===== src/rtl/fetch_issue_sequencer_if.sv =====
`default_nettype none
// ============================================================================
//  Module      : fetch_issue_sequencer_if
//  Description : Bus bundle between the fetch/issue sequencer, the
//                instruction store and the decode/execute stage.
//                  imem_rd_en / imem_addr  : read request toward the store
//                  imem_rdata              : read data, one cycle after request
//                  ex_valid / ex_ready     : issue handshake toward decode
//                  ex_instr / ex_pc        : issued instruction and its address
//                  jump_req / jump_target  : redirect from execute
//                master modport = sequencer side, slave modport = peer side.
//  Revision    : 1.0 - initial release
// ============================================================================
interface fetch_issue_sequencer_if #(
    parameter int PC_W    = 5,
    parameter int INSTR_W = 32
);
    logic               imem_rd_en;
    logic [PC_W-1:0]    imem_addr;
    logic [INSTR_W-1:0] imem_rdata;
    logic               ex_valid;
    logic               ex_ready;
    logic [INSTR_W-1:0] ex_instr;
    logic [PC_W-1:0]    ex_pc;
    logic               jump_req;
    logic [PC_W-1:0]    jump_target;

    modport master (
        output imem_rd_en, imem_addr, ex_valid, ex_instr, ex_pc,
        input  imem_rdata, ex_ready, jump_req, jump_target
    );

    modport slave (
        input  imem_rd_en, imem_addr, ex_valid, ex_instr, ex_pc,
        output imem_rdata, ex_ready, jump_req, jump_target
    );
endinterface
`default_nettype wire


===== src/rtl/fetch_issue_sequencer.sv =====
`default_nettype none
// ============================================================================
//  Module      : fetch_issue_sequencer
//  Description : Owns the program counter, issues instruction-memory reads
//                (1-cycle latency) and presents one instruction at a time to
//                decode with a valid/ready handshake. Handles jump redirects
//                and stops on the HALT opcode.
//  Ports       : clk          - clock, rising edge
//                reset        - asynchronous, active-high
//                start        - begin execution at PC 0 (IDLE/HALTED only)
//                busy         - high in FETCH/WAIT/ISSUE
//                done         - high in HALTED
//                stall_cycles - ISSUE cycles with ex_valid & !ex_ready
//                               (only with SEQ_STALL_CNT_EN defined)
//                bus          - fetch_issue_sequencer_if.master
//  Options     : SEQ_STALL_CNT_EN - adds the saturating stall counter
//  Revision    : 1.0 - initial release
// ============================================================================
module fetch_issue_sequencer #(
    parameter int                   PC_W     = 5,
    parameter int                   INSTR_W  = 32,
    parameter int                   OPC_HI   = 31,
    parameter int                   OPC_LO   = 15,
    parameter logic [OPC_HI-OPC_LO:0] HALT_OPC = 17'b10001111000000000
) (
    input  wire logic clk,
    input  wire logic reset,
    input  wire logic start,
    output logic      busy,
    output logic      done,
`ifdef SEQ_STALL_CNT_EN
    output logic [15:0] stall_cycles,
`endif
    fetch_issue_sequencer_if.master bus
);

    typedef enum logic [2:0] {
        IDLE   = 3'd0,
        FETCH  = 3'd1,
        WAIT   = 3'd2,
        ISSUE  = 3'd3,
        HALTED = 3'd4
    } state_t;

    state_t             state_q, state_d;
    logic [PC_W-1:0]    pc_q, pc_d;
    logic               imem_rd_en_q, imem_rd_en_d;
    logic [PC_W-1:0]    imem_addr_q, imem_addr_d;
    logic               ex_valid_q, ex_valid_d;
    logic [INSTR_W-1:0] ex_instr_q, ex_instr_d;
    logic [PC_W-1:0]    ex_pc_q, ex_pc_d;
    logic               busy_q, busy_d;
    logic               done_q, done_d;

    logic handshake;
    logic is_halt;

    assign handshake = ex_valid_q & bus.ex_ready;
    assign is_halt   = (ex_instr_q[OPC_HI:OPC_LO] == HALT_OPC);

    always_comb begin
        state_d     = state_q;
        pc_d        = pc_q;
        imem_addr_d = imem_addr_q;
        ex_instr_d  = ex_instr_q;
        ex_pc_d     = ex_pc_q;

        case (state_q)
            IDLE, HALTED: begin
                if (start) begin
                    state_d = FETCH;
                    pc_d    = '0;
                end
            end
            FETCH: begin
                // A redirect here re-enters FETCH; the read just issued
                // returns during that cycle and is never captured.
                if (bus.jump_req) begin
                    pc_d = bus.jump_target;
                end else begin
                    state_d = WAIT;
                end
            end
            WAIT: begin
                if (bus.jump_req) begin
                    state_d = FETCH;
                    pc_d    = bus.jump_target;
                end else begin
                    state_d    = ISSUE;
                    ex_instr_d = bus.imem_rdata;
                    ex_pc_d    = pc_q;
                end
            end
            ISSUE: begin
                if (handshake) begin
                    pc_d = pc_q + PC_W'(1);
                    if (is_halt) begin
                        // HALT takes priority over a coincident jump.
                        state_d = HALTED;
                    end else begin
                        state_d = FETCH;
                        if (bus.jump_req) begin
                            pc_d = bus.jump_target;
                        end
                    end
                end else if (bus.jump_req) begin
                    state_d = FETCH;
                    pc_d    = bus.jump_target;
                end
            end
            default: begin
                state_d = IDLE;
                pc_d    = '0;
            end
        endcase

        // Outputs are derived from the next state so they are registered
        // alongside it and line up with the state they describe.
        imem_rd_en_d = (state_d == FETCH);
        if (state_d == FETCH) begin
            imem_addr_d = pc_d;
        end
        ex_valid_d = (state_d == ISSUE);
        busy_d     = (state_d == FETCH) || (state_d == WAIT) || (state_d == ISSUE);
        done_d     = (state_d == HALTED);
    end

    always_ff @(posedge clk or posedge reset) begin
        if (reset) begin
            state_q      <= IDLE;
            pc_q         <= '0;
            imem_rd_en_q <= 1'b0;
            imem_addr_q  <= '0;
            ex_valid_q   <= 1'b0;
            ex_instr_q   <= '0;
            ex_pc_q      <= '0;
            busy_q       <= 1'b0;
            done_q       <= 1'b0;
        end else begin
            state_q      <= state_d;
            pc_q         <= pc_d;
            imem_rd_en_q <= imem_rd_en_d;
            imem_addr_q  <= imem_addr_d;
            ex_valid_q   <= ex_valid_d;
            ex_instr_q   <= ex_instr_d;
            ex_pc_q      <= ex_pc_d;
            busy_q       <= busy_d;
            done_q       <= done_d;
        end
    end

`ifdef SEQ_STALL_CNT_EN
    logic [15:0] stall_q, stall_d;

    always_comb begin
        stall_d = stall_q;
        if (((state_q == IDLE) || (state_q == HALTED)) && start) begin
            stall_d = '0;
        end else if ((state_q == ISSUE) && ex_valid_q && !bus.ex_ready
                     && (stall_q != 16'hFFFF)) begin
            stall_d = stall_q + 16'd1;
        end
    end

    always_ff @(posedge clk or posedge reset) begin
        if (reset) begin
            stall_q <= '0;
        end else begin
            stall_q <= stall_d;
        end
    end

    assign stall_cycles = stall_q;
`endif

    assign bus.imem_rd_en = imem_rd_en_q;
    assign bus.imem_addr  = imem_addr_q;
    assign bus.ex_valid   = ex_valid_q;
    assign bus.ex_instr   = ex_instr_q;
    assign bus.ex_pc      = ex_pc_q;
    assign busy           = busy_q;
    assign done           = done_q;

endmodule
`default_nettype wire


===== src/flat_wrapper.sv =====
// flat-port wrapper written by rule: the top's interface ports become plain ports
module fetch_issue_sequencer_flat 
#(
    parameter int                   PC_W     = 5,
    parameter int                   INSTR_W  = 32,
    parameter int                   OPC_HI   = 31,
    parameter int                   OPC_LO   = 15,
    parameter logic [OPC_HI-OPC_LO:0] HALT_OPC = 17'b10001111000000000
)
  (clk, reset, start, busy, done, bus_imem_rd_en, bus_imem_addr, bus_ex_valid, bus_ex_instr, bus_ex_pc, bus_imem_rdata, bus_ex_ready, bus_jump_req, bus_jump_target);
  fetch_issue_sequencer_if #(.PC_W(PC_W), .INSTR_W(INSTR_W)) bus_i ();
  input  wire logic clk;
  input  wire logic reset;
  input  wire logic start;
  output logic busy;
  output logic done;
  output wire logic [$bits(bus_i.imem_rd_en)-1:0] bus_imem_rd_en;
  output wire logic [$bits(bus_i.imem_addr)-1:0] bus_imem_addr;
  output wire logic [$bits(bus_i.ex_valid)-1:0] bus_ex_valid;
  output wire logic [$bits(bus_i.ex_instr)-1:0] bus_ex_instr;
  output wire logic [$bits(bus_i.ex_pc)-1:0] bus_ex_pc;
  input wire logic [$bits(bus_i.imem_rdata)-1:0] bus_imem_rdata;
  input wire logic [$bits(bus_i.ex_ready)-1:0] bus_ex_ready;
  input wire logic [$bits(bus_i.jump_req)-1:0] bus_jump_req;
  input wire logic [$bits(bus_i.jump_target)-1:0] bus_jump_target;
  assign bus_imem_rd_en = bus_i.imem_rd_en;
  assign bus_imem_addr = bus_i.imem_addr;
  assign bus_ex_valid = bus_i.ex_valid;
  assign bus_ex_instr = bus_i.ex_instr;
  assign bus_ex_pc = bus_i.ex_pc;
  assign bus_i.imem_rdata = bus_imem_rdata;
  assign bus_i.ex_ready = bus_ex_ready;
  assign bus_i.jump_req = bus_jump_req;
  assign bus_i.jump_target = bus_jump_target;
  fetch_issue_sequencer #(.PC_W(PC_W), .INSTR_W(INSTR_W), .OPC_HI(OPC_HI), .OPC_LO(OPC_LO), .HALT_OPC(HALT_OPC)) u_core (.clk(clk), .reset(reset), .start(start), .busy(busy), .done(done), .bus(bus_i));
endmodule

===== config.mk =====
export PLATFORM = sky130hd
export DESIGN_NAME = fetch_issue_sequencer_flat
export DESIGN_NICKNAME = d
export VERILOG_FILES = /design/src/rtl/fetch_issue_sequencer_if.sv /design/src/rtl/fetch_issue_sequencer.sv /design/src/flat_wrapper.sv
export SDC_FILE = /design/constraint.sdc
export NUM_CORES = 1
export LEC_CHECK = 0
export ABC_AREA = 1
export BUFFER_PORTS_ARGS = -buffer_cell sky130_fd_sc_hd__buf_2
export CORE_ASPECT_RATIO = 1.2
export CORE_UTILIZATION = 54
export DETAILED_ROUTE_END_ITERATION = 12
export PLACE_DENSITY = 0.85
export REMOVE_ABC_BUFFERS = 1
export SYNTH_ARGS = -nofsm -noshare
export SYNTH_HDL_FRONTEND = slang
export SYNTH_SLANG_ARGS = --single-unit

===== constraint.sdc =====
create_clock -name clk -period 3.49 [get_ports clk]
set_input_delay 0 -clock clk [delete_from_list [all_inputs] [get_ports clk]]
set_output_delay 0 -clock clk [all_outputs]
set_load 0.01 [all_outputs]

==> results of run 1 <==
-- Yosys cell counts, types with 2 or more instances --
cell type  count
buf_4          4
nand2_2        4
buf_2          6
nand2_4        3
nor2_2         4
a21oi_1        4
inv_1         20
nor2_1        11
nand3_2        2
nand4_1        6
o21ai_0       13
nand3_1        9
inv_2          4
nor2_4         3
o31ai_1        2
dfrtp_1       54
a22oi_1        2
nand2_1      162
or2_0          2
-- area by class of cell --
cell class                 instances  area share, %
sequential                        54          38.84
multi-input combinational        237          31.43
timing repair buffer             119          21.72
inverter                          26          2.877
clock buffer                       7          2.193
tap                               58          2.086
clock inverter                     1         0.8630
-- routing by layer --
layer | track usage, % | vias up | part of all wire [%]
li1 | - | 1243 | -
met1 | 37.50 | 1236 | 38
met2 | 56.29 | 117 | 54
met3 | 6.831 | 17 | 6.4
met4 | 12.61 | 0 | 2.2
met5 | 0 | - | 0
-- timing repair --
action / CTS / global route
gates resized for setup: 0 / 0
hold endpoints to repair: 32 / 0
hold buffers: 32 / 0
-- stage by stage --
step                instance area [µm²]  setup WS (ns)  total power, mW  hold WS (ns)
floorplan                          2545          1.858            1.837        0.1096
global placement                   3053          1.483            2.227        0.1927
detailed placement                 3053          1.377            2.273        0.1958
CTS                                3480          1.368            2.711     0.0004827
global route                       3480          1.075            2.970      0.003599
finish                             3480          1.363            2.781      -0.05573
-- layout by cell type (no fill, tap or decap), types with 2 or more instances in the layout --
cell type	n
or2_0	2
a22oi_1	2
o21ai_0	13
nand2_1	162
nand2_2	4
inv_2	5
nand3_2	2
nand4_1	6
dlygate4sd3_1	32
nand2_4	3
nor2_2	4
clkbuf_8	5
inv_1	19
clkbuf_1	2
o31ai_1	2
nand3_1	9
dfrtp_1	54
a21oi_1	4
buf_2	87
nor2_4	3
nor2_1	11
-- report_power, final --
part / internal, mW / total (mW) / switching [mW] / leakage [nW]
logic: 0.455 / 1.23 / 0.780 / 1.22
registers: 0.894 / 1.12 / 0.229 / 0.683
clock network: 0.215 / 0.423 / 0.208 / 0.0524
total: 1.56 / 2.78 / 1.22 / 1.95
-- worst min path at each step --
stage,from,end,slack [ns],depth (start not counted)
2_1_floorplan,bus_imem_rdata[0],u_core.bus.ex_instr[0],0.11,2
3_3_place_gp,bus_imem_rdata[2],u_core.bus.ex_instr[2],0.19,3
3_5_place_dp,bus_imem_rdata[12],u_core.bus.ex_instr[12],0.20,3
4_1_cts,reset,u_core.bus.imem_addr[4],0.0005,2
5_1_grt,start,u_core.busy,0.004,3
6_report,reset,u_core.bus.ex_instr[14],-0.06,2
-- flip-flops by register name (all words and copies together) (netlist names) --
register,cells
u_core.bus.imem_rd_en,1
u_core.done,1
u_core.busy,1
u_core.state_q,3
u_core.bus.ex_valid,1
u_core.pc_q,5
u_core.bus.imem_addr,5
u_core.bus.ex_pc,5
u_core.bus.ex_instr,32
-- cell families (layout without fill, tap and decap cells) --
logic type | after synthesis | in the layout | share of synthesized area, %
AOI/OAI and AO/OA | 26 | 26 | 6.312
xor gates and xnor gates | 1 | 1 | 0.3348
adders and majority gates | 1 | 1 | 0.4782
buffers and inverters | 37 | 153 | 6.552
DFF | 54 | 54 | 51.65
muxes | 1 | 1 | 0.3826
and+or+nand+nor | 208 | 208 | 34.29
==> impl_metrics.json, run 1 <==
{
  "crit_slowest_cell": "inv_2",
  "std_cell_rows": 27,
  "synth_top_cell_area_share_pct": 51.65,
  "drc": 0,
  "critPathLaunchType": "register",
  "grt_start_max_net_pins": 55,
  "worstPathMaxFanout": 39,
  "ys_seq_area_share_pct": 51.65,
  "wl_um": 7451,
  "vias": 2613,
  "ys_warn_count": 0,
  "ir_drop_v": 0.0005298,
  "finClkSkew_ns": 0.009411,
  "hold_class": "input port to async pin",
  "clockBufferDepth": 2,
  "antenna_found_initial": 0,
  "leakagePower_nw": 1.953,
  "dr.pass1.iters": 5,
  "power_density_nw_per_um2": 799.3,
  "critical_path_cell_count": 6,
  "critPathKind": "register to register",
  "die_h_um": 78.25,
  "grtUsageTotal_pct": 32.04,
  "num_antenna_cells": 0,
  "synth.cell_area_um2": 2616,
  "ys.flop_type": "dfrtp_1",
  "timing.critical_path.slowest_cell_delay_ns": 0.64,
  "cp_num_buf_inv": 2,
  "grt_pass1_wl_um": 12160,
  "rr_endpoint": "u_core.bus.ex_instr[30]",
  "regArea_um2": 1351,
  "grt_overflow": 0,
  "layout-drive-gt1-share_pct": 26.58,
  "cp_cell_sequence": "inv_1 > nand2_4 > nor2_2 > nand2_2 > inv_2 > o21ai_0",
  "initial_core_util_pct": 56.53,
  "final_core_util_pct": 75.18,
  "violations": "negative hold slack",
  "synth_edf_count": 0,
  "cts_tree": "yes",
  "setup_viol": 0,
  "syn_inst": 328,
  "maxSlewViolCount": 0,
  "nFillCells": 321,
  "end_kind": "register",
  "numClockSinks": 54,
  "critPathTopFamily": "buffers and inverters",
  "ant_nets": 0,
  "cp_data_arrival_time_ns": 2.30,
  "stdcell_count": 502,
  "status": "finished, violations left",
  "io_buffer_count": 87,
  "multi_input_area_um2": 1094,
  "reg2reg_slack_ns": 1.36,
  "wl_per_cell_um": 14.84,
  "required_ns": 3.66,
  "cp-startpoint": "u_core.state_q[2]",
  "die_area_um2": 5129,
  "slew_headroom_pct": 28.18,
  "worstMarginPinSlew_ns": 1.076,
  "area_delta_synth_final_pct": 33.00,
  "place_congestion": 0.8599,
  "clk_latency_ns": 0.32,
  "finalCritPeriodShare_pct": 60.95,
  "netlist_top_cells_area": "dfrtp_1 (52%), nand2_1 (23%), inv_1 (2.9%)",
  "die_w_um": 65.54,
  "via_per_inst": 5.205,
  "max_cap_viol_count": 0,
  "placed_cells": 462,
  "ys_ff_latch": 54,
  "numCtsBuffers": 5,
  "clk_pin_slew_worst_paths_ns": 0.09,
  "drt-initial-drc-count": 198,
  "cts_setup_buffers": 0,
  "async_flop_share_pct": 100.0,
  "coreArea_um2": 4628,
  "synth_top_area_cell": "dfrtp_1",
  "min_period_ns": 2.127,
  "crit_end": "u_core.bus.ex_instr[30]",
  "finalHoldViolCount": 55,
  "reg2reg_depth": 6,
  "synthDistinctLibCells": 32,
  "layout.nets": 486,
  "grt_setup_unrepaired": "false",
  "num_io_pins": 88,
  "fmax_mhz": 470.1,
  "dp_hpwl_um": 4216,
  "fin_setup_tns_ns": 0,
  "syn_area_per_cell_um2": 7.976,
  "root_buffer": "clkbuf_8",
  "r2r_start": "u_core.state_q[2]",
  "whs_ns": -0.05573,
  "htreeDepth": 2,
  "first_global_vias": 2619
}
Note: power is estimated with default switching activity, not from simulation.
==> inputs of run 2 (changes only) <==
--- a/config.mk
+++ b/config.mk
@@ -8,9 +8,9 @@
 export ABC_AREA = 1
 export BUFFER_PORTS_ARGS = -buffer_cell sky130_fd_sc_hd__buf_2
 export CORE_ASPECT_RATIO = 1.2
-export CORE_UTILIZATION = 54
+export CORE_UTILIZATION = 45
 export DETAILED_ROUTE_END_ITERATION = 12
-export PLACE_DENSITY = 0.85
+export PLACE_DENSITY = 0.75
 export REMOVE_ABC_BUFFERS = 1
 export SYNTH_ARGS = -nofsm -noshare
 export SYNTH_HDL_FRONTEND = slang
==> constraint.sdc (replaced) <==
create_clock -name clk -period 1.7 [get_ports clk]
set_input_delay 0 -clock clk [delete_from_list [all_inputs] [get_ports clk]]
set_output_delay 0 -clock clk [all_outputs]
set_load 0.01 [all_outputs]
==> run 2 against run 1 <==
The flow now finishes without violations. Clock skew rose by 0.0039 ns. First-iteration DRC count is 4.5% higher. Power up 110%. Non-clock buffer count increased by 11. Die area up 19%. Wire length fell by 9.0%. Utilization is 11 points lower.
==> impl_metrics.json, run 2 (synthesis results as in run 1) <==
{
  "status": "finished clean",
  "grt_pass1_wl_um": 11320,
  "worstMarginPinSlew_ns": 0.6203,
  "nFillCells": 464,
  "dpl_cell_area_um2": 3141,
  "setup_slack_ns": 0.08892,
  "layout_common_cells": "nand2_1 (162), buf_2 (87), dfrtp_1 (53), dlygate4sd3_1 (34), inv_1 (19)",
  "finalHoldViolCount": 0,
  "antenna_found_initial": 0,
  "worstPathMaxFanout": 6,
  "numCtsBuffers": 5,
  "globalRouteMet2Util_pct": 40.82,
  "r2r_start": "u_core.bus.ex_instr[20]",
  "globalRouteMet3Util_pct": 3.878,
  "crit_slowest_cell": "dfrtp_1",
  "drc": 0,
  "die_area_um2": 6124,
  "clk_latency_ns": 0.31,
  "end_kind": "register",
  "gr-usage-met1_pct": 29.77,
  "wl_um": 6782,
  "final_core_util_pct": 64.24,
  "critical_path_cell_count": 10,
  "maxSlewViolCount": 0,
  "setup_viol": 0,
  "root_buffer": "clkbuf_8",
  "power_density_nw_per_um2": 1597,
  "layout-drive-gt1-share_pct": 29.67,
  "grtUsageTotal_pct": 23.66,
  "crit_end": "u_core.bus.imem_addr[1]",
  "total_power_mw": 5.776,
  "timing.critical_path.mode_cell": "nand2_1",
  "htreeDepth": 2,
  "critPathKind": "register to register",
  "coreArea_um2": 5630,
  "std_cell_rows": 30,
  "gr-max-usage-layer": "met2",
  "num_antenna_cells": 0,
  "rr_endpoint": "u_core.bus.imem_addr[1]",
  "cp_num_buf_inv": 1,
  "dp_worst_setup_slack_ns": 0.1729,
  "ir_drop_v": 0.0009294,
  "placed_cells": 477,
  "whs_ns": 0.1351,
  "finalCritPeriodShare_pct": 94.77,
  "required_ns": 1.90,
  "first_global_vias": 2555,
  "hold_class": "input port to register",
  "vias": 2536,
  "via_per_inst": 4.886,
  "layout.nets": 497,
  "clk_pin_slew_worst_paths_ns": 0.10,
  "stdcell_count": 519,
  "die_h_um": 85.53,
  "largest_reg_flops": 32,
  "numClockSinks": 54,
  "reg2reg_slack_ns": 0.09,
  "ant_nets": 0,
  "place_congestion": 0.8424,
  "dr.pass1.iters": 4,
  "initial_core_util_pct": 46.47,
  "grt_overflow": 0,
  "die_w_um": 71.61,
  "cp_data_arrival_time_ns": 1.81,
  "cts_tree": "yes",
  "max_cap_viol_count": 0,
  "drt-initial-drc-count": 207,
  "timing.critical_path.slowest_cell_delay_ns": 0.41,
  "fin_setup_tns_ns": 0,
  "grt_start_max_net_pins": 32,
  "critPathTopFamily": "simple AND/OR/NAND/NOR gates",
  "io_buffer_count": 87,
  "min_period_ns": 1.611,
  "critPathLaunchType": "register",
  "leakagePower_nw": 2.015,
  "cp-startpoint": "u_core.bus.ex_instr[20]",
  "grt_setup_unrepaired": "false",
  "dp_hpwl_um": 4682,
  "regArea_um2": 1353,
  "multi_input_area_um2": 1111,
  "reg2reg_depth": 10,
  "post-route-cell-area_um2": 3617,
  "final_common_cell": "nand2_1",
  "clockBufferDepth": 2,
  "cp_cell_sequence": "nor2_2 > nand2_1 > nor3_2 > nand3_2 > nand2_2 > nand2_4 > nand2_4 > inv_4 > nand2_1 > nand2_1",
  "wl_per_cell_um": 13.07,
  "finClkSkew_ns": 0.01332,
  "slew_headroom_pct": 58.59,
  "num_io_pins": 88,
  "fmax_mhz": 620.7,
  "area_delta_synth_final_pct": 38.26
}
run 2: changes by cell type in the layout (fill, tap and decap cells not counted):
cell and delta:
buf_12 +1, buf_4 +8, clkbuf_1 -2, clkinvlp_4 +1
dfrtp_1 -1, dfrtp_2 +1, dlygate4sd3_1 +2, inv_8 +1
nor2_1 -4, nor2_2 +4, xnor2_1 -1, xnor2_2 +1
run 2: worst min-delay path by stage:
stage	start	endpoint	slack, ns	cells past startpoint
detailed placement	reset	u_core.bus.ex_instr[10]	0.13	2
floorplan	bus_imem_rdata[0]	u_core.bus.ex_instr[0]	0.11	2
global route	bus_jump_target[1]	u_core.pc_q[1]	0.16	5
CTS	bus_jump_target[1]	u_core.pc_q[1]	0.14	5
finish	bus_jump_target[1]	u_core.pc_q[1]	0.14	5
global placement	reset	u_core.bus.ex_instr[10]	0.12	2
run 2: power breakdown:
group / switching (mW) / total, mW / internal [mW] / leakage (nW)
registers: 0.402 / 2.24 / 1.84 / 0.682
logic: 1.61 / 2.64 / 1.03 / 1.28
clock network: 0.444 / 0.893 / 0.449 / 0.0563
total: 2.46 / 5.78 / 3.32 / 2.01
run 2: area by class of cell:
type / count / share of cell area [%]
sequential: 54 / 37.39
multi-input combinational: 237 / 30.72
timing repair buffer: 130 / 23.66
inverter: 26 / 2.767
tap: 64 / 2.214
clock buffer: 5 / 1.902
clock inverter: 3 / 1.349
run 2: what timing repair did:
| item | CTS | global route |
|---|---|---|
| hold buffers | 34 | 0 |
| endpoints found under the setup margin | 0 | 5 |
| buffers inserted | 0 | 0 |
| endpoints found under the hold margin | 62 | 0 |
| resized for setup | 0 | 6 |
run 2: worst min-delay path, cell delays in order:
cell and delay (ns):
buf_2 0.08, nand2_1 0.05, o21ai_0 0.10, a22oi_1 0.08
nand2_1 0.10
run 2: routing by layer:
metal,routed length [µm],vias up
met1,2814,1164
met3,363,16
met2,3449,94
li1,-,1262
met5,0,-
met4,155,0
